[config.mk]
export PLATFORM = sky130hd
export DESIGN_NAME = lcd_char_driver
export DESIGN_NICKNAME = d
export VERILOG_FILES = /design/src/rtl/lcd_pkg.sv /design/src/rtl/lcd_timer.sv /design/src/rtl/lcd_char_driver.sv
export SDC_FILE = /design/constraint.sdc
export NUM_CORES = 1
export LEC_CHECK = 0
export BUFFER_PORTS_ARGS = -buffer_cell sky130_fd_sc_hd__buf_4
export CELL_PAD_IN_SITES_DETAIL_PLACEMENT = 1
export CELL_PAD_IN_SITES_GLOBAL_PLACEMENT = 2
export CORE_ASPECT_RATIO = 1.4
export CORE_UTILIZATION = 30
export DETAILED_ROUTE_END_ITERATION = 10
export PLACE_DENSITY_LB_ADDON = 0.1
export SLEW_MARGIN = 0
export SYNTH_ARGS = -nofsm -noshare
export SYNTH_HDL_FRONTEND = slang
export SYNTH_SLANG_ARGS = --single-unit
[constraint.sdc]
create_clock -name clk_i -period 2.8 [get_ports clk_i]
set_input_delay 0.42 -clock clk_i [delete_from_list [all_inputs] [get_ports clk_i]]
set_output_delay 0.42 -clock clk_i [all_outputs]
set_load 0.01 [all_outputs]
[src/rtl/lcd_pkg.sv]
// Shared definitions for the HD44780 character LCD driver: packed-word bit
// positions, FSM state encoding, power-up init bytes and command classifiers.
package lcd_pkg;

  // Bit positions inside the packed 32-bit LCD output word.
  localparam int unsigned LCD_ON_BIT = 31;
  localparam int unsigned LCD_EN_BIT = 10;
  localparam int unsigned LCD_RS_BIT = 9;
  localparam int unsigned LCD_RW_BIT = 8;

  // Driver FSM states.
  typedef enum logic [2:0] {
    StInitWait = 3'd0,
    StIdle     = 3'd1,
    StSetup    = 3'd2,
    StPulse    = 3'd3,
    StHold     = 3'd4,
    StExecWait = 3'd5
  } lcd_state_e;

  // Power-up instruction sequence: 8-bit/2-line x3, display on, clear, entry mode.
  localparam int unsigned LCD_INIT_LEN = 6;
  localparam logic [7:0] LCD_INIT_SEQ [LCD_INIT_LEN] = '{
    8'h38, 8'h38, 8'h38, 8'h0C, 8'h01, 8'h06
  };

  // Clear display (0x01) and return home (0x02/0x03) need the long execution wait.
  function automatic logic is_slow_cmd(input logic rs, input logic [7:0] data);
    return !rs && (data[7:2] == 6'd0) && (data != 8'd0);
  endfunction

  // A zero cycle count would make a state vanish; clamp it to one cycle.
  function automatic int unsigned eff_cyc(input int unsigned n);
    return (n == 0) ? 1 : n;
  endfunction

  function automatic int unsigned max_u(input int unsigned a, input int unsigned b);
    return (a > b) ? a : b;
  endfunction

endpackage

[src/rtl/lcd_timer.sv]
// Loadable down-counter shared by every timed state of the LCD driver.
// Counts down to zero and parks there; done_o is high while the count is zero.
module lcd_timer #(
  parameter int unsigned     Width    = 8,
  parameter logic [Width-1:0] ResetVal = '0
) (
  input  logic             clk_i,
  input  logic             rst_ni,
  input  logic             load_i,
  input  logic [Width-1:0] load_val_i,
  output logic             done_o
);

  logic [Width-1:0] cnt_q;

  // Load wins over counting; the counter saturates at zero.
  always_ff @(posedge clk_i) begin
    if (!rst_ni) begin
      cnt_q <= ResetVal;
    end else if (load_i) begin
      cnt_q <= load_val_i;
    end else if (cnt_q != '0) begin
      cnt_q <= cnt_q - 1'b1;
    end
  end

  // Terminal-count flag.
  always_comb begin
    done_o = (cnt_q == '0);
  end

endmodule

[src/rtl/lcd_char_driver.sv]
// HD44780 16x2 character LCD driver. Accepts one RS/DATA byte per handshake and
// sequences setup, EN pulse, hold and execution wait so software never toggles EN.
// Optional power-up init sequence is compiled in with `define LCD_INIT_EN.
module lcd_char_driver
  import lcd_pkg::*;
#(
  parameter int unsigned SETUP_CYC      = 2,
  parameter int unsigned EN_HIGH_CYC    = 25,
  parameter int unsigned HOLD_CYC       = 2,
  parameter int unsigned CMD_WAIT_CYC   = 2000,
  parameter int unsigned CLEAR_WAIT_CYC = 80000,
  parameter int unsigned INIT_WAIT_CYC  = 750000
) (
  input  logic        clk_i,
  input  logic        rst_ni,
  input  logic        req_valid_i,
  output logic        req_ready_o,
  input  logic        req_rs_i,
  input  logic [7:0]  req_data_i,
  output logic        busy_o,
  output logic        init_done_o,
  output logic [31:0] lcd_o
);

  localparam int unsigned MaxCyc = max_u(max_u(max_u(eff_cyc(SETUP_CYC), eff_cyc(EN_HIGH_CYC)),
                                               max_u(eff_cyc(HOLD_CYC), eff_cyc(CMD_WAIT_CYC))),
                                         max_u(eff_cyc(CLEAR_WAIT_CYC), eff_cyc(INIT_WAIT_CYC)));
  localparam int unsigned CntW = $clog2(MaxCyc + 1);

  // Counter loads N-1 on state entry so each timed state lasts exactly N cycles.
  localparam logic [CntW-1:0] SetupLd = CntW'(eff_cyc(SETUP_CYC) - 1);
  localparam logic [CntW-1:0] PulseLd = CntW'(eff_cyc(EN_HIGH_CYC) - 1);
  localparam logic [CntW-1:0] HoldLd  = CntW'(eff_cyc(HOLD_CYC) - 1);
  localparam logic [CntW-1:0] CmdLd   = CntW'(eff_cyc(CMD_WAIT_CYC) - 1);
  localparam logic [CntW-1:0] ClearLd = CntW'(eff_cyc(CLEAR_WAIT_CYC) - 1);

`ifdef LCD_INIT_EN
  localparam logic [CntW-1:0] InitLd  = CntW'(eff_cyc(INIT_WAIT_CYC) - 1);
  localparam lcd_state_e      RstState = StInitWait;
  localparam logic [CntW-1:0] TmrRstVal = InitLd;
`else
  localparam lcd_state_e      RstState = StIdle;
  localparam logic [CntW-1:0] TmrRstVal = '0;
`endif

  lcd_state_e      state_q, state_d;
  logic            en_q, en_d;
  logic            rs_q, rs_d;
  logic [7:0]      data_q, data_d;
  logic            tmr_load;
  logic [CntW-1:0] tmr_val;
  logic            tmr_done;
  logic            handshake;

`ifdef LCD_INIT_EN
  logic [2:0]      init_idx_q, init_idx_d;
  logic [2:0]      init_idx_nxt;
  logic            init_done_q, init_done_d;
`endif

  lcd_timer #(
    .Width    (CntW),
    .ResetVal (TmrRstVal)
  ) u_timer (
    .clk_i      (clk_i),
    .rst_ni     (rst_ni),
    .load_i     (tmr_load),
    .load_val_i (tmr_val),
    .done_o     (tmr_done)
  );

  // Ready only in IDLE and never while reset is asserted.
  always_comb begin
    req_ready_o = (state_q == StIdle) && rst_ni;
    busy_o      = (state_q != StIdle);
    handshake   = req_valid_i && req_ready_o;
  end

`ifdef LCD_INIT_EN
  // Init progress is exported as a sticky flag.
  always_comb begin
    init_done_o  = init_done_q;
    init_idx_nxt = init_idx_q + 3'd1;
  end
`else
  // Without the init sequence the display is assumed ready from reset.
  always_comb begin
    init_done_o = 1'b1;
  end
`endif

  // Next-state logic: every state exit reloads the shared timer for the next state.
  always_comb begin
    state_d  = state_q;
    en_d     = en_q;
    rs_d     = rs_q;
    data_d   = data_q;
    tmr_load = 1'b0;
    tmr_val  = '0;
`ifdef LCD_INIT_EN
    init_idx_d  = init_idx_q;
    init_done_d = init_done_q;
`endif

    unique case (state_q)
`ifdef LCD_INIT_EN
      StInitWait: begin
        if (tmr_done) begin
          rs_d       = 1'b0;
          data_d     = LCD_INIT_SEQ[0];
          init_idx_d = 3'd0;
          state_d    = StSetup;
          tmr_load   = 1'b1;
          tmr_val    = SetupLd;
        end
      end
`endif
      StIdle: begin
        if (handshake) begin
          rs_d     = req_rs_i;
          data_d   = req_data_i;
          state_d  = StSetup;
          tmr_load = 1'b1;
          tmr_val  = SetupLd;
        end
      end
      StSetup: begin
        if (tmr_done) begin
          en_d     = 1'b1;
          state_d  = StPulse;
          tmr_load = 1'b1;
          tmr_val  = PulseLd;
        end
      end
      StPulse: begin
        if (tmr_done) begin
          en_d     = 1'b0;
          state_d  = StHold;
          tmr_load = 1'b1;
          tmr_val  = HoldLd;
        end
      end
      StHold: begin
        if (tmr_done) begin
          state_d  = StExecWait;
          tmr_load = 1'b1;
          tmr_val  = is_slow_cmd(rs_q, data_q) ? ClearLd : CmdLd;
        end
      end
      StExecWait: begin
        if (tmr_done) begin
`ifdef LCD_INIT_EN
          // Until init completes, each finished byte chains straight into the next.
          if (!init_done_q) begin
            if (init_idx_q == 3'(LCD_INIT_LEN - 1)) begin
              init_done_d = 1'b1;
              state_d     = StIdle;
            end else begin
              init_idx_d = init_idx_nxt;
              rs_d       = 1'b0;
              data_d     = LCD_INIT_SEQ[init_idx_nxt];
              state_d    = StSetup;
              tmr_load   = 1'b1;
              tmr_val    = SetupLd;
            end
          end else begin
            state_d = StIdle;
          end
`else
          state_d = StIdle;
`endif
        end
      end
      default: begin
        en_d    = 1'b0;
        state_d = RstState;
      end
    endcase
  end

  // State and LCD pin registers; RS/DATA stay latched after the transfer ends.
  always_ff @(posedge clk_i) begin
    if (!rst_ni) begin
      state_q <= RstState;
      en_q    <= 1'b0;
      rs_q    <= 1'b0;
      data_q  <= 8'd0;
    end else begin
      state_q <= state_d;
      en_q    <= en_d;
      rs_q    <= rs_d;
      data_q  <= data_d;
    end
  end

`ifdef LCD_INIT_EN
  // Init sequencing registers.
  always_ff @(posedge clk_i) begin
    if (!rst_ni) begin
      init_idx_q  <= 3'd0;
      init_done_q <= 1'b0;
    end else begin
      init_idx_q  <= init_idx_d;
      init_done_q <= init_done_d;
    end
  end
`endif

  // Assemble the packed pin word; RW is tied low since the driver is write-only.
  always_comb begin
    lcd_o             = '0;
    lcd_o[LCD_ON_BIT] = 1'b1;
    lcd_o[LCD_EN_BIT] = en_q;
    lcd_o[LCD_RS_BIT] = rs_q;
    lcd_o[LCD_RW_BIT] = 1'b0;
    lcd_o[7:0]        = data_q;
  end

endmodule

== Word level (Yosys, flattened, before mapping) ==
Cells that the tools add are included.

* Bitwise operators: 1
* Add/sub/neg operators: 1
* Eq/ne operators: 11
* Reductions and logical operators: 15
* Muxes and demuxes: 20

{| class="wikitable"
|+ Operator list
! kind !! count
|-
| case mux 17 bit (4 select lines) || 1
|-
| two-way mux 20 bit || 2
|-
| two-way mux 17 bit || 2
|-
| zero test 20 bit || 1
|-
| nonzero test 20 bit || 1
|-
| subtractor 20 x 1 -> 20 bit (second input constant) || 1
|-
| two-way mux 3 bit || 5
|-
| case mux 3 bit (5 select lines) || 1
|-
| != test 2 bit (second input constant) || 5
|-
| nonzero test 8 bit || 1
|-
| equality test 3 x 2 -> 1 bit (second input constant) || 2
|-
| equality test 3 bit (second input constant) || 2
|-
| zero test 6 bit || 1
|-
| two-way mux 1 bit || 6
|-
| OR reduction 3 bit || 2
|-
| two-way mux 5 bit || 1
|-
| AND reduction 5 bit || 1
|-
| logical AND 1 bit || 4
|-
| equality test 3 x 1 -> 1 bit (second input constant) || 1
|-
| != test 3 x 1 -> 1 bit (second input constant) || 1
|-
| case mux 1 bit (3 select lines) || 1
|-
| AND reduction 3 bit || 1
|-
| case mux 1 bit (2 select lines) || 1
|-
| AND reduction 2 bit || 1
|-
| other kinds (3) || 3
|}

* Input port bits: 12
* Bits in registers: 33
* Word-level logic and storage cells: 53

== Depth between registers and ports, before layout ==
Gate-level depths: netlist (run 1).

* Word-level depth: 7
* Depth in mapped cells: 9
* Mapped depth without buffers: 7

== Modules after synthesis ==
A second synthesis (run 1) with hierarchy kept.

* Cells, all modules: 231
* Area, all modules: 1963.1 um^2

{| class="wikitable"
|+ By module, submodules not included
! module !! times used !! sequential area each (um^2) !! area each (um^2) !! cells an instance
|-
| lcd_timer || 1 || 400.4 || 1087.3 || 122
|-
| lcd_char_driver || 1 || 260.2 || 875.8 || 109
|}

== Worst setup path before layout (run 1) ==
OpenSTA, ideal clock, no wires.

* Path kind: register -> register
* Start point: register u_timer.cnt_q[0]
* End point: register u_timer.cnt_q[10]
* Setup time: 86 ps
* Setup slack: 276 ps
* Stages on the path, launching flop included: 9
* Arrival time: 2439 ps
* Path through: dfxtp_1 > inv_1 > ha_1 > or4b_1 > or4_4 > buf_6 > or4_4 > nor2b_4 > a211oi_1

* Word-level cells in the longest chain between the ends: 4
* Elaborated cells on any way between the ends: 10
* Classes of those cells: add/sub: 1; mux: 6; reduce/logical: 3

{| class="wikitable"
|+ Ends and longest elaborated chain
! item !! RTL line !! source
|-
| from (decl) || lcd_timer.sv:14 || <nowiki>logic [Width-1:0] cnt_q;</nowiki>
|-
| from (signal assigned) || lcd_timer.sv:19 || <nowiki>cnt_q <= ResetVal;</nowiki>
|-
| from (signal assigned) || lcd_timer.sv:21 || <nowiki>cnt_q <= load_val_i;</nowiki>
|-
| from (signal assigned) || lcd_timer.sv:23 || <nowiki>cnt_q <= cnt_q - 1'b1;</nowiki>
|-
| branches (longest 4 deep; another with subtractor 20 x 1 -> 20 bit) || - ||
|}

Several ways; the timed one is not identified. The select of a mux whose other input is x is not followed.
A chain may end at the register's enable or synchronous reset.

== Worst setup path after layout (run 1) ==
Same ends and word-level chain as after synthesis.

==> flow_metrics.env, run 1 <==
export IMPL_crit_type="reg -> reg"
export IMPL_setup_viol=0
export IMPL_syn_area_mm2=0.001923
export IMPL_synth_edf_count=0
export IMPL_final_util_pct=35.72
export IMPL_hold_class="in -> reg"
export IMPL_p_leak_nw=0.9311
export IMPL_skew_ns=0.005446
export IMPL_pwr_density_cell_mw_per_mm2=1057
export IMPL_num_rows=34
export IMPL_vias_per_cell=4.806
export IMPL_drt_met1_wl_um=2106
export IMPL_antenna_found_initial=0
export IMPL_dr_total_vias=1639
export IMPL_areaGrowthSynthToFinish_pct=15.35
export IMPL_dp_hpwl_um=3675
export IMPL_topRoutingLayerUsed="met4"
export IMPL_routed_wl_um=4911
export IMPL_ant_nets=0
export IMPL_cts_tree="yes"
export IMPL_dr_wl_met2_um=2607
export IMPL_gp_congestion=0.7061
export IMPL_ios=47
export IMPL_period_share_pct=94.69
export IMPL_drv_slew=0
export IMPL_initial_core_util_pct=30.96
export IMPL_dr_pass1_iters=4
export IMPL_die_area_mm2=0.006739
export IMPL_synthDistinctLibCells=45
export IMPL_status="finished, final reports clean"
export IMPL_grt_util_all_layers_pct=15.54
export IMPL_cp_max_fo=7
export IMPL_drive_above_1_share_pct=20.07
export IMPL_grt_pass1_wl_um=8321
export IMPL_ys_flop_type="dfxtp_1"
export IMPL_layout_min_cycle_time_ns=2.651
export IMPL_grt_max_degree=18
export IMPL_final_nets=282
export IMPL_met3_length_um=112
export IMPL_clkPwrFrac_pct=15.0
export IMPL_drv_cap=0
export IMPL_fmaxAchievable_mhz=377.2
export IMPL_p_int_mw=1.359
export IMPL_coreArea_mm2=0.006211
export IMPL_yosysSeqAreaShare_pct=34.35
export IMPL_io_buffers=23
export IMPL_htreeDepth=2
export IMPL_seq_power_share_pct=30.5
export IMPL_cp_required_ns=3.00
export IMPL_hold_slack_ns=0.3254
export IMPL_slew_headroom_pct=66.55
export IMPL_synth_avg_cell_area_um2=8.013
export IMPL_cts_sinks=33
export IMPL_clk_latency_ns=0.28
export IMPL_total_power_mw=2.345
export IMPL_syn_inst=240
export IMPL_pwr_share_comb_pct=54.5
export IMPL_async_flop_share_pct=0
export IMPL_antenna_cells=0
export IMPL_crit_path_end_kind="flop"
export IMPL_tns_ns=0
export IMPL_grt_pass1_vias=1681
export IMPL_cts_root_buf="clkbuf_8"
export IMPL_cp_data_arrival_time_ns=2.85
export IMPL_worst_pin_slew_ns=0.5006
export IMPL_clk_pin_slew_ns=0.07
export IMPL_routedWlPerCell_um=14.40
export IMPL_route_detailed_drc=0
export IMPL_cts_made_buffers=5
export IMPL_p_sw_uw=985.3
export IMPL_swShare_pct=42.02
export IMPL_grt_overflow_total=0
export IMPL_die_y_um=96.73
export IMPL_final_hold_viol_count=0
export IMPL_clk_path_buf_depth=2
export IMPL_yosysWarnings=0
export IMPL_initialDrtViolationCount=32
export IMPL_start_kind="flop"
export IMPL_peakVddDrop_mv=0.3261
export IMPL_synth_seq_cells=33
export IMPL_die_x_um=69.67
[metrics by stage]
stage / worst slack (ns) / instance area (um2) / instances
final: 0.1486 / 2218 / 341
after floorplan: 0.2757 / 2002 / 261
after CTS: 0.1782 / 2202 / 340
after detailed placement: 0.1964 / 2120 / 332
after global routing: -0.006632 / 2218 / 341
after global placement: 0.2543 / 2120 / 332
[registers in the layout (all words and copies together), names as in the netlist]
signal / flops
data_q: 8
en_q: 1
rs_q: 1
state_q: 3
u_timer.cnt_q: 20
[area by class of cell]
| cell class | instances | area (um2) |
|---|---|---|
| clock buffers | 6 | 72.57 |
| clock inverters | 2 | 10.01 |
| fillers | 791 | 3993 |
| inverters | 4 | 15.01 |
| multi-input cells | 187 | 1092 |
| flip-flops and latches | 33 | 660.6 |
| well taps | 72 | 90.09 |
| repair buffers | 37 | 277.8 |
[routing by layer]
metal  up-vias  global-route usage [%]
met5         -                       0
met4         0                   6.000
met3         6                   2.917
met2        22                   27.71
met1       768                   18.11
li1        843                       -
[critical path, stage by stage (launching register included)]
cell	delay [ns]
dfxtp_1	0.36
inv_1	0.11
ha_1	0.14
or4b_4	0.46
or4_4	0.55
or4_4	0.60
nor2b_4	0.17
a211oi_1	0.20
[synthesized netlist by cell type, drive strengths merged (2+ instances only)]
| cell | instances | area [um2] |
|---|---|---|
| nand3 | 4 | 20.02 |
| dfxtp | 33 | 660.6 |
| ha | 2 | 25.02 |
| clkbuf | 9 | 33.78 |
| nor2 | 20 | 75.07 |
| nor3b | 3 | 22.52 |
| o21ai | 11 | 55.05 |
| xor2 | 10 | 87.58 |
| nor2b | 3 | 26.27 |
| nand2b | 5 | 31.28 |
| or4 | 7 | 63.81 |
| or3 | 4 | 25.02 |
| o31ai | 3 | 22.52 |
| nor4 | 7 | 43.79 |
| nand2 | 32 | 120.1 |
| nor3 | 6 | 35.03 |
| nand4 | 2 | 12.51 |
| buf | 28 | 209.0 |
| inv | 4 | 15.01 |
| mux2i | 2 | 20.02 |
| xnor2 | 6 | 52.55 |
| or3b | 2 | 17.52 |
| a211oi | 9 | 67.56 |
| a21oi | 12 | 60.06 |
| conb | 2 | 7.510 |
[cell usage in the layout (no fill, tap or decap), types with 2 or more instances in the layout]
master / n
o31ai_1: 3
nor2b_1: 2
xnor2_1: 6
conb_1: 23
nor3b_1: 3
or3_1: 4
xor2_1: 10
nand3_1: 4
or4_4: 3
nand2b_1: 5
a21oi_1: 12
o21ai_0: 10
nor4_1: 7
or4_1: 4
a211oi_1: 8
nand2_1: 32
or3b_2: 2
nand4_1: 2
mux2i_1: 2
clkinv_2: 2
buf_4: 37
nor3_1: 5
dfxtp_1: 33
clkbuf_8: 5
ha_1: 2
inv_1: 4
nor2_1: 20
[repair_timing]
| item | 4_1_cts | 5_1_grt |
|---|---|---|
| setup buffers | 0 | 1 |
| gates resized for setup | 0 | 2 |
| setup endpoints to repair | 0 | 1 |
| hold buffers | 0 | 0 |
[cell families (layout without fill, tap and decap cells)]
family / count (synthesis) / after routing / synth area share (%)
AND/OR/NAND/NOR: 102 / 102 / 28.50
adder cells (fa/ha/maj): 2 / 2 / 1.301
buffers and inverters: 41 / 49 / 13.40
flip-flops: 33 / 33 / 34.35
AO/OA/AOI/OAI: 41 / 41 / 13.14
other: 2 / 23 / 0.3905
XOR/XNOR: 16 / 16 / 7.287
multiplexers: 3 / 3 / 1.627
[power by group through the flow]
stage          clock network [mW]  registers [mW]  logic [mW]
2_1_floorplan                   0           0.704       0.931
6_report                    0.351           0.715        1.28
5_1_grt                     0.393           0.739        1.45
4_1_cts                     0.373           0.717        1.26
3_3_place_gp                    0           0.726        1.25
3_5_place_dp                    0           0.728        1.25
[path summary, 6_finish.rpt]
check                                startpoint                              to  slack (ns)  cells past startpoint
setup / recovery  u_timer.cnt_q[0]$_SDFFE_PN0P_  u_timer.cnt_q[10]$_SDFFE_PN0P_        0.15                      7
hold / removal                    req_data_i[3]          data_q[3]$_SDFFE_PN0P_        0.33                      3
setup reg to reg  u_timer.cnt_q[0]$_SDFFE_PN0P_  u_timer.cnt_q[10]$_SDFFE_PN0P_        0.15                      7
hold reg to reg          data_q[4]$_SDFFE_PN0P_          data_q[4]$_SDFFE_PN0P_        0.48                      2
No activity file was read; power rests on OpenSTA's default activity.
==> run 2: changes to the inputs <==
CELL_PAD_IN_SITES_DETAIL_PLACEMENT = 0   (was 1)
==> flow_metrics.env, run 2 (synthesized netlist as in run 1, its figures left out) <==
export IMPL_status="finished, final reports clean"
export IMPL_seqCellArea_um2=660.6
export IMPL_dp_hpwl_um=3500
export IMPL_cts_made_buffers=5
export IMPL_coreArea_mm2=0.006211
export IMPL_cp_startpoint="u_timer.cnt_q[0]$_SDFFE_PN0P_"
export IMPL_dr_pass1_iters=4
export IMPL_io_buffers=23
export IMPL_drv_cap=0
export IMPL_post_cts_repair_setup_buffers=0
export IMPL_clk_path_buf_depth=2
export IMPL_peakVddDrop_mv=0.2694
export IMPL_dr_wl_met2_um=2463
export IMPL_rr_startpoint="u_timer.cnt_q[0]$_SDFFE_PN0P_"
export IMPL_tns_ns=0
export IMPL_clk_latency_ns=0.28
export IMPL_grt_max_degree=18
export IMPL_cp_required_ns=3.00
export IMPL_p_leak_nw=0.9251
export IMPL_gp_congestion=0.7061
export IMPL_crit_type="reg -> reg"
export IMPL_largestRegisters="u_timer.cnt_q: 20 flops, data_q: 8 flops, state_q: 3 flops"
export IMPL_worst_pin_slew_ns=0.5238
export IMPL_cp_data_arrival_time_ns=2.81
export IMPL_timing_rr_end="u_timer.cnt_q[7]$_SDFFE_PN0P_"
export IMPL_cts_root_buf="clkbuf_8"
export IMPL_final_cell_mix="buf_4 (36), dfxtp_1 (33), nand2_1 (32)"
export IMPL_mostFrequentLayoutCell="buf_4"
export IMPL_pwr_density_cell_mw_per_mm2=1039
export IMPL_cts_sinks=33
export IMPL_nFillCells=696
export IMPL_slew_headroom_pct=65.00
export IMPL_die_x_um=69.67
export IMPL_skew_ns=0.003853
export IMPL_cp_endpoint="u_timer.cnt_q[7]$_SDFFE_PN0P_"
export IMPL_htreeDepth=2
export IMPL_drive_above_1_share_pct=19.03
export IMPL_rr_worst_depth=7
export IMPL_initialDrtViolationCount=48
export IMPL_met3_length_um=107
export IMPL_rsz0062_at_grt="false"
export IMPL_hold_slack_ns=0.3303
export IMPL_cts_tree="yes"
export IMPL_hold_class="in -> reg"
export IMPL_regMostFlops="u_timer.cnt_q"
export IMPL_largest_reg_flops=20
export IMPL_initial_core_util_pct=30.96
export IMPL_final_hold_viol_count=0
export IMPL_die_area_mm2=0.006739
export IMPL_final_area_mm2=0.002202
export IMPL_dr_total_vias=1607
export IMPL_total_power_mw=2.288
export IMPL_multiInputGateArea_mm2=0.001084
export IMPL_topRoutingLayerUsed="met4"
export IMPL_vias_per_cell=4.726
export IMPL_start_kind="flop"
export IMPL_setup_viol=0
export IMPL_areaGrowthSynthToFinish_pct=14.51
export IMPL_final_nets=281
export IMPL_fmaxAchievable_mhz=383.2
export IMPL_ant_nets=0
export IMPL_drt_met1_wl_um=2018
export IMPL_cp_max_fo=8
export IMPL_routed_wl_um=4623
export IMPL_route_detailed_drc=0
export IMPL_holdBufCountCts=0
export IMPL_period_share_pct=93.20
export IMPL_antenna_cells=0
export IMPL_routedWlPerCell_um=13.60
export IMPL_grt_pass1_wl_um=7755
export IMPL_antenna_found_initial=0
export IMPL_drv_slew=0
export IMPL_r2r_slack_ns=0.19
export IMPL_cts_resized=0
export IMPL_grt_overflow_total=0
export IMPL_grt_pass1_vias=1589
export IMPL_layout_min_cycle_time_ns=2.610
export IMPL_crit_path_end_kind="flop"
export IMPL_place_area_mm2=0.002120
export IMPL_ios=47
export IMPL_clk_pin_slew_ns=0.07
export IMPL_grt_util_all_layers_pct=14.63
export IMPL_die_y_um=96.73
export IMPL_num_rows=34
## run 2: cell count changes in the layout (fill, tap and decap cells not counted), sizes merged
| cell | before | now |
|---|---|---|
| buf | 37 | 36 |
## run 2: worst min-delay path by stage
| stage | end | cells after the start | slack [ns] | startpoint |
|---|---|---|---|---|
| CTS | data_q[4]$_SDFFE_PN0P_ | 3 | 0.32 | req_data_i[4] |
| global placement | data_q[7]$_SDFFE_PN0P_ | 2 | 0.46 | data_q[7]$_SDFFE_PN0P_ |
| finish | data_q[4]$_SDFFE_PN0P_ | 3 | 0.33 | req_data_i[4] |
| detailed placement | data_q[4]$_SDFFE_PN0P_ | 2 | 0.47 | data_q[4]$_SDFFE_PN0P_ |
| floorplan | rs_q$_SDFFE_PN0P_ | 2 | 0.45 | rs_q$_SDFFE_PN0P_ |
| global route | data_q[5]$_SDFFE_PN0P_ | 3 | 0.31 | req_data_i[5] |
## run 2: final cells by class
class                   instances  share of cell area [%]
inverters                       4                  0.6818
clock inverters                 2                  0.4545
multi-input cells             187                   49.20
well taps                      72                   4.091
clock buffers                   6                   3.295
flip-flops and latches         33                   30.00
repair buffers                 36                   12.27
## run 2: worst max-delay path, stage by stage, from the launching register on
cell and delay (ns):
dfxtp_1 0.36, inv_1 0.09, ha_1 0.13, or4b_1 0.47
or4_4 0.50, or4_4 0.60, nor2b_4 0.16, a211oi_1 0.20
## run 2: power by group
part / leakage (nW) / internal, mW / switching, mW
Sequential: 0.271 / 0.595 / 0.117
Clock: 0.0450 / 0.172 / 0.176
Combinational: 0.609 / 0.561 / 0.667
## run 2: layer usage
layer | up-vias | GRT usage (%)
met5 | - | 0
met4 | 0 | 4.615
met3 | 2 | 3.542
met2 | 24 | 25.62
met1 | 744 | 17.39
li1 | 837 | -
## run 2: metrics by stage
step                      worst slack [ns]  instances  utilization [%]
after floorplan                     0.2757        261                -
after global placement              0.2543        332            34.13
after detailed placement            0.1850        332            34.13
after CTS                           0.1714        340            35.46
after global routing               0.05879        340            35.46
final                               0.1904        340            35.46
==> run 3: changes to the inputs <==
clock period = 3 ns   (was 2.8 ns; I/O delays follow)
==> flow_metrics.env, run 3 (synthesized netlist as in run 1, its figures left out) <==
export IMPL_clk_path_buf_depth=2
export IMPL_setup_viol=0
export IMPL_largestRegisters="u_timer.cnt_q: 20 flops, data_q: 8 flops, state_q: 3 flops"
export IMPL_cts_root_buf="clkbuf_8"
export IMPL_regMostFlops="u_timer.cnt_q"
export IMPL_final_cell_mix="dfxtp_1 (33), nand2_1 (32), buf_4 (32)"
export IMPL_antenna_found_initial=0
export IMPL_post_place_cells=328
export IMPL_clk_latency_ns=0.29
export IMPL_cp_startpoint="u_timer.cnt_q[0]$_SDFFE_PN0P_"
export IMPL_initialDrtViolationCount=82
export IMPL_cts_tree="yes"
export IMPL_clk_pin_slew_ns=0.07
export IMPL_min_to="data_q[5]$_SDFFE_PN0P_"
export IMPL_ant_nets=0
export IMPL_rsz0062_at_grt="false"
export IMPL_initial_core_util_pct=30.96
export IMPL_dr_total_vias=1597
export IMPL_ios=47
export IMPL_final_nets=277
export IMPL_grt_util_all_layers_pct=14.98
export IMPL_routed_wl_um=4706
export IMPL_cp_data_arrival_time_ns=2.78
export IMPL_coreArea_mm2=0.006211
export IMPL_route_detailed_drc=0
export IMPL_drv_cap=0
export IMPL_period_share_pct=85.94
export IMPL_routedWlPerCell_um=14.01
export IMPL_rr_worst_depth=7
export IMPL_crit_type="reg -> reg"
export IMPL_worst_pin_slew_ns=0.5643
export IMPL_grt_pass1_vias=1564
export IMPL_die_y_um=96.73
export IMPL_start_kind="flop"
export IMPL_die_area_mm2=0.006739
export IMPL_slew_headroom_pct=62.30
export IMPL_final_hold_viol_count=0
export IMPL_cts_sinks=33
export IMPL_peakVddDrop_mv=0.2964
export IMPL_holdBufCountCts=0
export IMPL_p_leak_nw=0.9052
export IMPL_instances_no_fill=336
export IMPL_timing_rr_end="u_timer.cnt_q[9]$_SDFFE_PN0P_"
export IMPL_rr_startpoint="u_timer.cnt_q[0]$_SDFFE_PN0P_"
export IMPL_areaGrowthSynthToFinish_pct=12.95
export IMPL_nFillCells=704
export IMPL_dp_hpwl_um=3465
export IMPL_post_cts_repair_setup_buffers=0
export IMPL_dr_pass1_iters=4
export IMPL_hold_class="in -> reg"
export IMPL_status="finished, final reports clean"
export IMPL_grt_max_degree=23
export IMPL_tns_ns=0
export IMPL_vias_per_cell=4.753
export IMPL_largest_reg_flops=20
export IMPL_mostFrequentLayoutCell="dfxtp_1"
export IMPL_r2r_slack_ns=0.42
export IMPL_die_x_um=69.67
export IMPL_worstHoldStart="req_data_i[5]"
export IMPL_cts_resized=0
export IMPL_cp_max_fo=8
export IMPL_drive_above_1_share_pct=17.80
export IMPL_pwr_density_cell_mw_per_mm2=973.8
export IMPL_layout_min_cycle_time_ns=2.578
export IMPL_antenna_cells=0
export IMPL_crit_path_end_kind="flop"
export IMPL_gp_congestion=0.6761
export IMPL_io_buffers=23
export IMPL_htreeDepth=2
export IMPL_fmaxAchievable_mhz=387.9
export IMPL_num_rows=34
export IMPL_seqCellArea_um2=660.6
export IMPL_hold_depth=3
export IMPL_drv_slew=0
export IMPL_grt_pass1_wl_um=7948
export IMPL_cts_made_buffers=5
export IMPL_cp_required_ns=3.20
export IMPL_multiInputGateArea_mm2=0.001084
export IMPL_grt_overflow_total=0
export IMPL_skew_ns=0.004447
-- run 3: cell types whose count changed in the layout (fill, tap and decap cells not counted) --
cell / change
buf_4: -4
-- run 3: report_power, final --
| part | internal [mW] | switching, mW | leakage, nW | total [mW] |
|---|---|---|---|---|
| Clock | 0.161 | 0.168 | 0.0450 | 0.328 |
| Combinational | 0.501 | 0.611 | 0.590 | 1.11 |
| Sequential | 0.556 | 0.119 | 0.271 | 0.675 |
| Total | 1.22 | 0.898 | 0.905 | 2.12 |
-- run 3: layout make-up --
cell class / instances / share of cell area (%)
multi-input combinational: 187 / 49.88
clock buffer: 6 / 3.341
sequential: 33 / 30.41
tap: 72 / 4.147
inverter: 4 / 0.6912
clock inverter: 2 / 0.4608
timing repair buffer: 32 / 11.06
-- run 3: worst max-delay path by stage --
| stage | end | slack (ns) | cells past startpoint |
|---|---|---|---|
| 2_1_floorplan | u_timer.cnt_q[10]$_SDFFE_PN0P_ | 0.48 | 8 |
| 3_3_place_gp | u_timer.cnt_q[9]$_SDFFE_PN0P_ | 0.46 | 7 |
| 3_5_place_dp | u_timer.cnt_q[7]$_SDFFE_PN0P_ | 0.42 | 7 |
| 4_1_cts | u_timer.cnt_q[9]$_SDFFE_PN0P_ | 0.41 | 7 |
| 5_1_grt | u_timer.cnt_q[10]$_SDFFE_PN0P_ | 0.25 | 7 |
| 6_report | u_timer.cnt_q[9]$_SDFFE_PN0P_ | 0.42 | 7 |
-- run 3: worst max-delay path, stage by stage, from the launching register on --
cell and delay [ns]:
dfxtp_1 0.35, inv_1 0.09, ha_1 0.13, or4b_1 0.47, or4_4 0.50, or4_4 0.60
nor2b_4 0.16, a211oi_1 0.19
-- run 3: through the flow --
step	power (mW)	setup slack, ns	hold slack (ns)	instance area (um2)	utilization [%]
global placement	1.818	0.4636	0.4612	2090	33.64
CTS	2.152	0.4076	0.3468	2172	34.97
detailed placement	1.808	0.4246	0.4707	2090	33.64
finish	2.115	0.4218	0.3532	2172	34.97
floorplan	1.526	0.4757	0.4455	2002	-
global route	2.335	0.2540	0.3489	2172	34.97
-- run 3: layer usage --
metal | track usage (%) | wire length (um) | up-vias
li1 | - | - | 832
met1 | 18.95 | 2115 | 736
met2 | 25.02 | 2401 | 22
met3 | 2.917 | 112 | 7
met4 | 5.538 | 76 | 0
met5 | 0 | 0 | -
